File: config.mk
export PLATFORM = sky130hd
export DESIGN_NAME = lenet_layer_sequencer
export DESIGN_NICKNAME = d
export VERILOG_FILES = /design/src/rtl/lenet_seq_pkg.sv /design/src/rtl/lenet_layer_sequencer_watchdog.sv /design/src/rtl/lenet_layer_sequencer.sv
export SDC_FILE = /design/constraint.sdc
export NUM_CORES = 1
export LEC_CHECK = 0
export ABC_AREA = 1
export BUFFER_PORTS_ARGS = -buffer_cell sky130_fd_sc_hd__buf_2
export CORE_ASPECT_RATIO = 0.6
export CORE_UTILIZATION = 35
export DETAILED_ROUTE_END_ITERATION = 7
export SLEW_MARGIN = 0
export SYNTH_ARGS = -nofsm -noshare
export SYNTH_HDL_FRONTEND = slang
export SYNTH_SLANG_ARGS = --single-unit
File: constraint.sdc
create_clock -name clk -period 1.9 [get_ports clk]
set_input_delay 0.19 -clock clk [delete_from_list [all_inputs] [get_ports clk]]
set_output_delay 0.19 -clock clk [all_outputs]
set_load 0.005 [all_outputs]
File: src/rtl/lenet_seq_pkg.sv
// Shared constants for the LeNet layer sequencer: FSM state codes, stage indices, default widths.
package lenet_seq_pkg;

    localparam logic [1:0] IDLE = 2'd0;
    localparam logic [1:0] RUN  = 2'd1;
    localparam logic [1:0] GAP  = 2'd2;
    localparam logic [1:0] FIN  = 2'd3;

    localparam int unsigned STG_CONV1 = 0;
    localparam int unsigned STG_POOL1 = 1;
    localparam int unsigned STG_CONV2 = 2;
    localparam int unsigned STG_POOL2 = 3;
    localparam int unsigned STG_FC1   = 4;
    localparam int unsigned STG_FC2   = 5;

    localparam int unsigned DEFAULT_ANS_W = 4;

endpackage

File: src/rtl/lenet_layer_sequencer_watchdog.sv
// Per-stage watchdog: counts consecutive RUN cycles and flags expiry at TIMEOUT_CYC.
module seq_watchdog #(
    parameter int unsigned TIMEOUT_CYC = 200000
) (
    input  logic clk,
    input  logic rst,
    input  logic run,
    output logic expired
);

    localparam int unsigned CNT_W = $clog2(TIMEOUT_CYC + 1);

    logic [CNT_W-1:0] cnt;

    // RUN is always entered from IDLE or GAP, so clearing outside RUN clears on every entry.
    always_ff @(posedge clk or posedge rst) begin
        if (rst) begin
            cnt <= '0;
        end else if (!run) begin
            cnt <= '0;
        end else if (!expired) begin
            cnt <= cnt + CNT_W'(1);
        end
    end

    assign expired = run && (cnt == CNT_W'(TIMEOUT_CYC - 1));

endmodule

File: src/rtl/lenet_layer_sequencer.sv
// LeNet frame controller: hands a one-hot enable through the layer engines in order.
// Optional watchdog enabled by defining SEQ_TIMEOUT_EN.
module lenet_layer_sequencer
    import lenet_seq_pkg::*;
#(
    parameter int unsigned NUM_STAGES  = 6,
    parameter int unsigned ANS_W       = DEFAULT_ANS_W,
    parameter int unsigned FRAME_CNT_W = 16,
    parameter int unsigned TIMEOUT_CYC = 200000
) (
    input  logic                          clk,
    input  logic                          rst,
    input  logic                          start,
    output logic [NUM_STAGES-1:0]         stage_en,
    input  logic [NUM_STAGES-1:0]         stage_finish,
    input  logic [ANS_W-1:0]              fc_ans,
    output logic                          busy,
    output logic [$clog2(NUM_STAGES)-1:0] cur_stage,
    output logic                          done,
    output logic [ANS_W-1:0]              ans,
    output logic                          ans_valid,
    output logic [FRAME_CNT_W-1:0]        frame_cnt,
    output logic                          err
);

    localparam int unsigned IDX_W = $clog2(NUM_STAGES);
    localparam logic [IDX_W-1:0] LAST_IDX = IDX_W'(NUM_STAGES - 1);

    if (NUM_STAGES < 2 || TIMEOUT_CYC < 1) begin : g_param_check
        $error("lenet_layer_sequencer: NUM_STAGES must be >= 2 and TIMEOUT_CYC >= 1");
    end

    logic [1:0]       state;
    logic [1:0]       state_nx;
    logic [IDX_W-1:0] idx;
    logic [IDX_W-1:0] idx_nx;
    logic             finish_hit;
    logic             timeout;

    assign finish_hit = stage_finish[idx];

    always_comb begin
        state_nx = state;
        idx_nx   = idx;
        case (state)
            IDLE: begin
                if (start) begin
                    state_nx = RUN;
                    idx_nx   = IDX_W'(STG_CONV1);
                end
            end
            RUN: begin
                if (finish_hit) begin
                    if (idx == LAST_IDX) begin
                        state_nx = FIN;
                    end else begin
                        state_nx = GAP;
                        idx_nx   = idx + IDX_W'(1);
                    end
                end else if (timeout) begin
                    state_nx = IDLE;
                end
            end
            GAP:     state_nx = RUN;
            default: state_nx = IDLE;
        endcase
    end

    // Enable is decoded from the next state so it is a clean register output with latency 1.
    always_ff @(posedge clk or posedge rst) begin
        if (rst) begin
            state     <= IDLE;
            idx       <= '0;
            stage_en  <= '0;
            ans       <= '0;
            ans_valid <= 1'b0;
            frame_cnt <= '0;
        end else begin
            state    <= state_nx;
            idx      <= idx_nx;
            stage_en <= (state_nx == RUN) ? ({{(NUM_STAGES-1){1'b0}}, 1'b1} << idx_nx) : '0;
            if (state == IDLE && start) begin
                ans_valid <= 1'b0;
            end
            if (state == RUN && state_nx == FIN) begin
                ans       <= fc_ans;
                ans_valid <= 1'b1;
                frame_cnt <= frame_cnt + FRAME_CNT_W'(1);
            end
        end
    end

    assign busy      = (state == RUN) || (state == GAP);
    assign done      = (state == FIN);
    assign cur_stage = idx;

`ifdef SEQ_TIMEOUT_EN
    seq_watchdog #(
        .TIMEOUT_CYC(TIMEOUT_CYC)
    ) u_watchdog (
        .clk    (clk),
        .rst    (rst),
        .run    (state == RUN),
        .expired(timeout)
    );

    always_ff @(posedge clk or posedge rst) begin
        if (rst) begin
            err <= 1'b0;
        end else if (state == RUN && !finish_hit && timeout) begin
            err <= 1'b1;
        end
    end
`else
    assign timeout = 1'b0;
    assign err     = 1'b0;
`endif

endmodule

==> summary.txt <==
status -> finished, final reports clean
Worst Setup End Kind -> register
Compound-Gate Fraction of Synth Area -> 1.99%
Layout Cells excl Fill -> 371
GP Congestion -> 0.786
routed via count -> 1740
Max Cap Viol -> 0
CP most frequent cell -> nand2_1
Adder-Cell Fraction of Synth Area -> 4.65%
I/O pin cnt -> 46
CP Launch Type -> register
1st-iter DRT viols -> 88
clock skew -> 0.00378 ns
post-DR wirelength/cell -> 12.7 um
final-stage net count -> 324
placed cell count -> 349
Routed WL -> 4.73 mm
fin. max-slew vios -> 0
number of port buffers -> 44
CP bufs+invs -> 3
CORE AREA -> 5130 um^2
Chip Height -> 58.8 um
Worst-path clk slew -> 0.07 ns
Crit path max-delay family -> simple AND/OR/NAND/NOR gates
vias per cell -> 4.69
Die Wd -> 96.7 um
design area -> 2520 um^2
Pre-antenna DRT Iters -> 4
Antenna Violating Nets Remaining -> 0
leakage -> 1.40 nW
synthesized netlist cell count -> 238
xor/xnor share of the synthesized area -> 6.51%
fillers -> 498
antenna violations before repair -> 0
Post-Synth Simple-Gate Area -> 36.5%
worst path arrival time -> 2.03 ns
CP peak stage delay -> 0.42 ns
Remaining Overflow, GRT -> 0
commonest non-fill, non-tap cell in the layout -> nand2_1
die footprint -> 5690 um^2
syn_area_per_cell -> 7.91 um^2
register area -> 805 um^2
Root Buffer -> clkbuf_8
clock sink total -> 32
global-route wire length before repair -> 7.49 mm
most frequent cells in the layout -> 81 x nand2_1, 44 x buf_2, 35 x nand3_1, 29 x dfrtp_1
area grow syn2layout -> 33.9%
share of cells above drive strength 1 -> 32.5%
multiplexer share of the synthesized area -> 0%
Worst Path Required -> 2.13 ns
CTS buffer count -> 5
Final HPWL DP -> 3.16 mm
main combinational cell family by area after synthesis -> simple AND/OR/NAND/NOR gates
final setup vio count -> 0
YS warnings -> 0
fraction of the yosys area taken by sequential cells -> 42.5%
power per cell area -> 1450 nW/um^2
library cells used by synthesis -> 25
Tmin final -> 1.80 ns
Multi-input gate area -> 1030 um^2
CP max-delay cell -> dfrtp_1
initial core utilization -> 36.7%
final hold viol count -> 0
largest net degree at the start of global routing -> 33
crit path cell chain -> inv_2, ha_2, inv_1, o21ai_1, nand2_1, nand2_2, nand2_4, nor2_8, clkbuf_16, nand3_1, nand2_1
achievable clock frequency -> 556 MHz
Final period util -> 94.7%
Diodes inserted -> 0
Peak VDD IR -> 0.000667 V
Yosys reg bits -> 32
Worst-Skew Late Latency -> 0.29 ns
CTS tree -> done
Placed Area -> 2180 um^2
worst-case hold slack -> 0.132 ns
Critical Path Fanout Max -> 6
Cell Area, Synth -> 1880 um^2
Total GRT Usage -> 16.9%
site row count -> 20
hold crit path type -> input pin to register
CTS H-Tree Depth -> 2
Max clock buf depth -> 2
drt drc -> 0
Crit Path Class -> register to register
syn_nets -> 258
vias in the first global route -> 1583
[path summary, 6_finish.rpt]
path	from	end	slack, ns	cells past startpoint
min reg2reg	ans[3]$_DFFE_PP0P_	ans[3]$_DFFE_PP0P_	0.47	2
max	state[1]$_DFF_PP0_	frame_cnt[5]$_DFFE_PP0P_	0.10	11
max reg2reg	state[1]$_DFF_PP0_	frame_cnt[5]$_DFFE_PP0P_	0.10	11
min in group asynchronous	rst	ans[2]$_DFFE_PP0P_	0.52	4
max in group asynchronous	rst	state[0]$_DFF_PP0_	1.06	4
min	fc_ans[3]	ans[3]$_DFFE_PP0P_	0.13	3
[what timing repair did]
action                     4_1_cts  5_1_grt
setup endpoints to repair        0       27
resized for setup                0       28
hold buffers                     1        0
hold endpoints to repair        32        0
buffers inserted                 0       10
[cells by family after synthesis]
group | count (synthesis)
adders and majority gates | 7
AOI/OAI and AO/OA | 7
buffers and inverters | 27
and+or+nand+nor | 150
other | 1
DFF | 32
xor gates and xnor gates | 14
[worst reg2reg max path, stage by stage (launching register included)]
cell	delay, ns
dfrtp_1	0.42
inv_2	0.10
ha_2	0.17
inv_1	0.06
o21ai_1	0.12
nand2_1	0.09
nand2_2	0.10
nand2_4	0.07
nor2_8	0.28
clkbuf_16	0.21
nand3_1	0.06
nand2_1	0.06
[flip-flops by register name (all words and copies together) (netlist names)]
register   flops
frame_cnt     16
state          2
ans_valid      1
ans            4
stage_en       6
cur_stage      3
[layout make-up]
cell class / instances / area share, %
inverter: 20 / 3.18
sequential: 32 / 31.9
clock inverter: 3 / 1.69
timing repair buffer: 64 / 16.2
tap: 66 / 3.28
multi-input combinational: 181 / 41.0
clock buffer: 5 / 2.73
[layer usage]
layer  track usage (%)  wire length [um]  vias up
li1                  -                 -      895
met1              25.9              2670      802
met2              22.8              1820       38
met3              4.39               191        5
met4              5.12                43        0
met5                 0                 0        -
[cell usage after synthesis (all sizes together)]
| cell type | number | area share [%] |
|---|---|---|
| nand2 | 87 | 19 |
| nand3 | 40 | 11 |
| dfrtp | 32 | 43 |
| inv | 20 | 4.0 |
| nor2 | 15 | 3.9 |
| xor2 | 10 | 4.7 |
| buf | 7 | 3.6 |
| ha | 7 | 4.7 |
| o21ai | 5 | 1.3 |
| nor3 | 4 | 1.3 |
| xnor2 | 4 | 1.9 |
| nand4 | 2 | 0.66 |
| a21boi | 1 | 0.40 |
| a21oi | 1 | 0.27 |
| conb | 1 | 0.20 |
| nand3b | 1 | 0.40 |
| or2 | 1 | 0.33 |
[per-stage QoR]
step                      util (%)  total power, W  setup slack (ns)  setup TNS (ns)
after global placement        42.5         0.00246            0.0845               0
after CTS                     44.8         0.00315            0.0449               0
after floorplan                  -         0.00209             0.286               0
final                         49.1         0.00365             0.101               0
after global routing          49.1         0.00396           -0.0213          -0.118
after detailed placement      42.5         0.00248            0.0582               0
[power by group]
| part | total, W | switching (W) | internal (W) |
|---|---|---|---|
| clock network | 0.000655 | 0.000267 | 0.000388 |
| registers | 0.00101 | 0.000159 | 0.000852 |
| logic | 0.00199 | 0.00117 | 0.000813 |
| total | 0.00365 | 0.00160 | 0.00205 |
No activity file was read; power rests on OpenSTA's default activity.
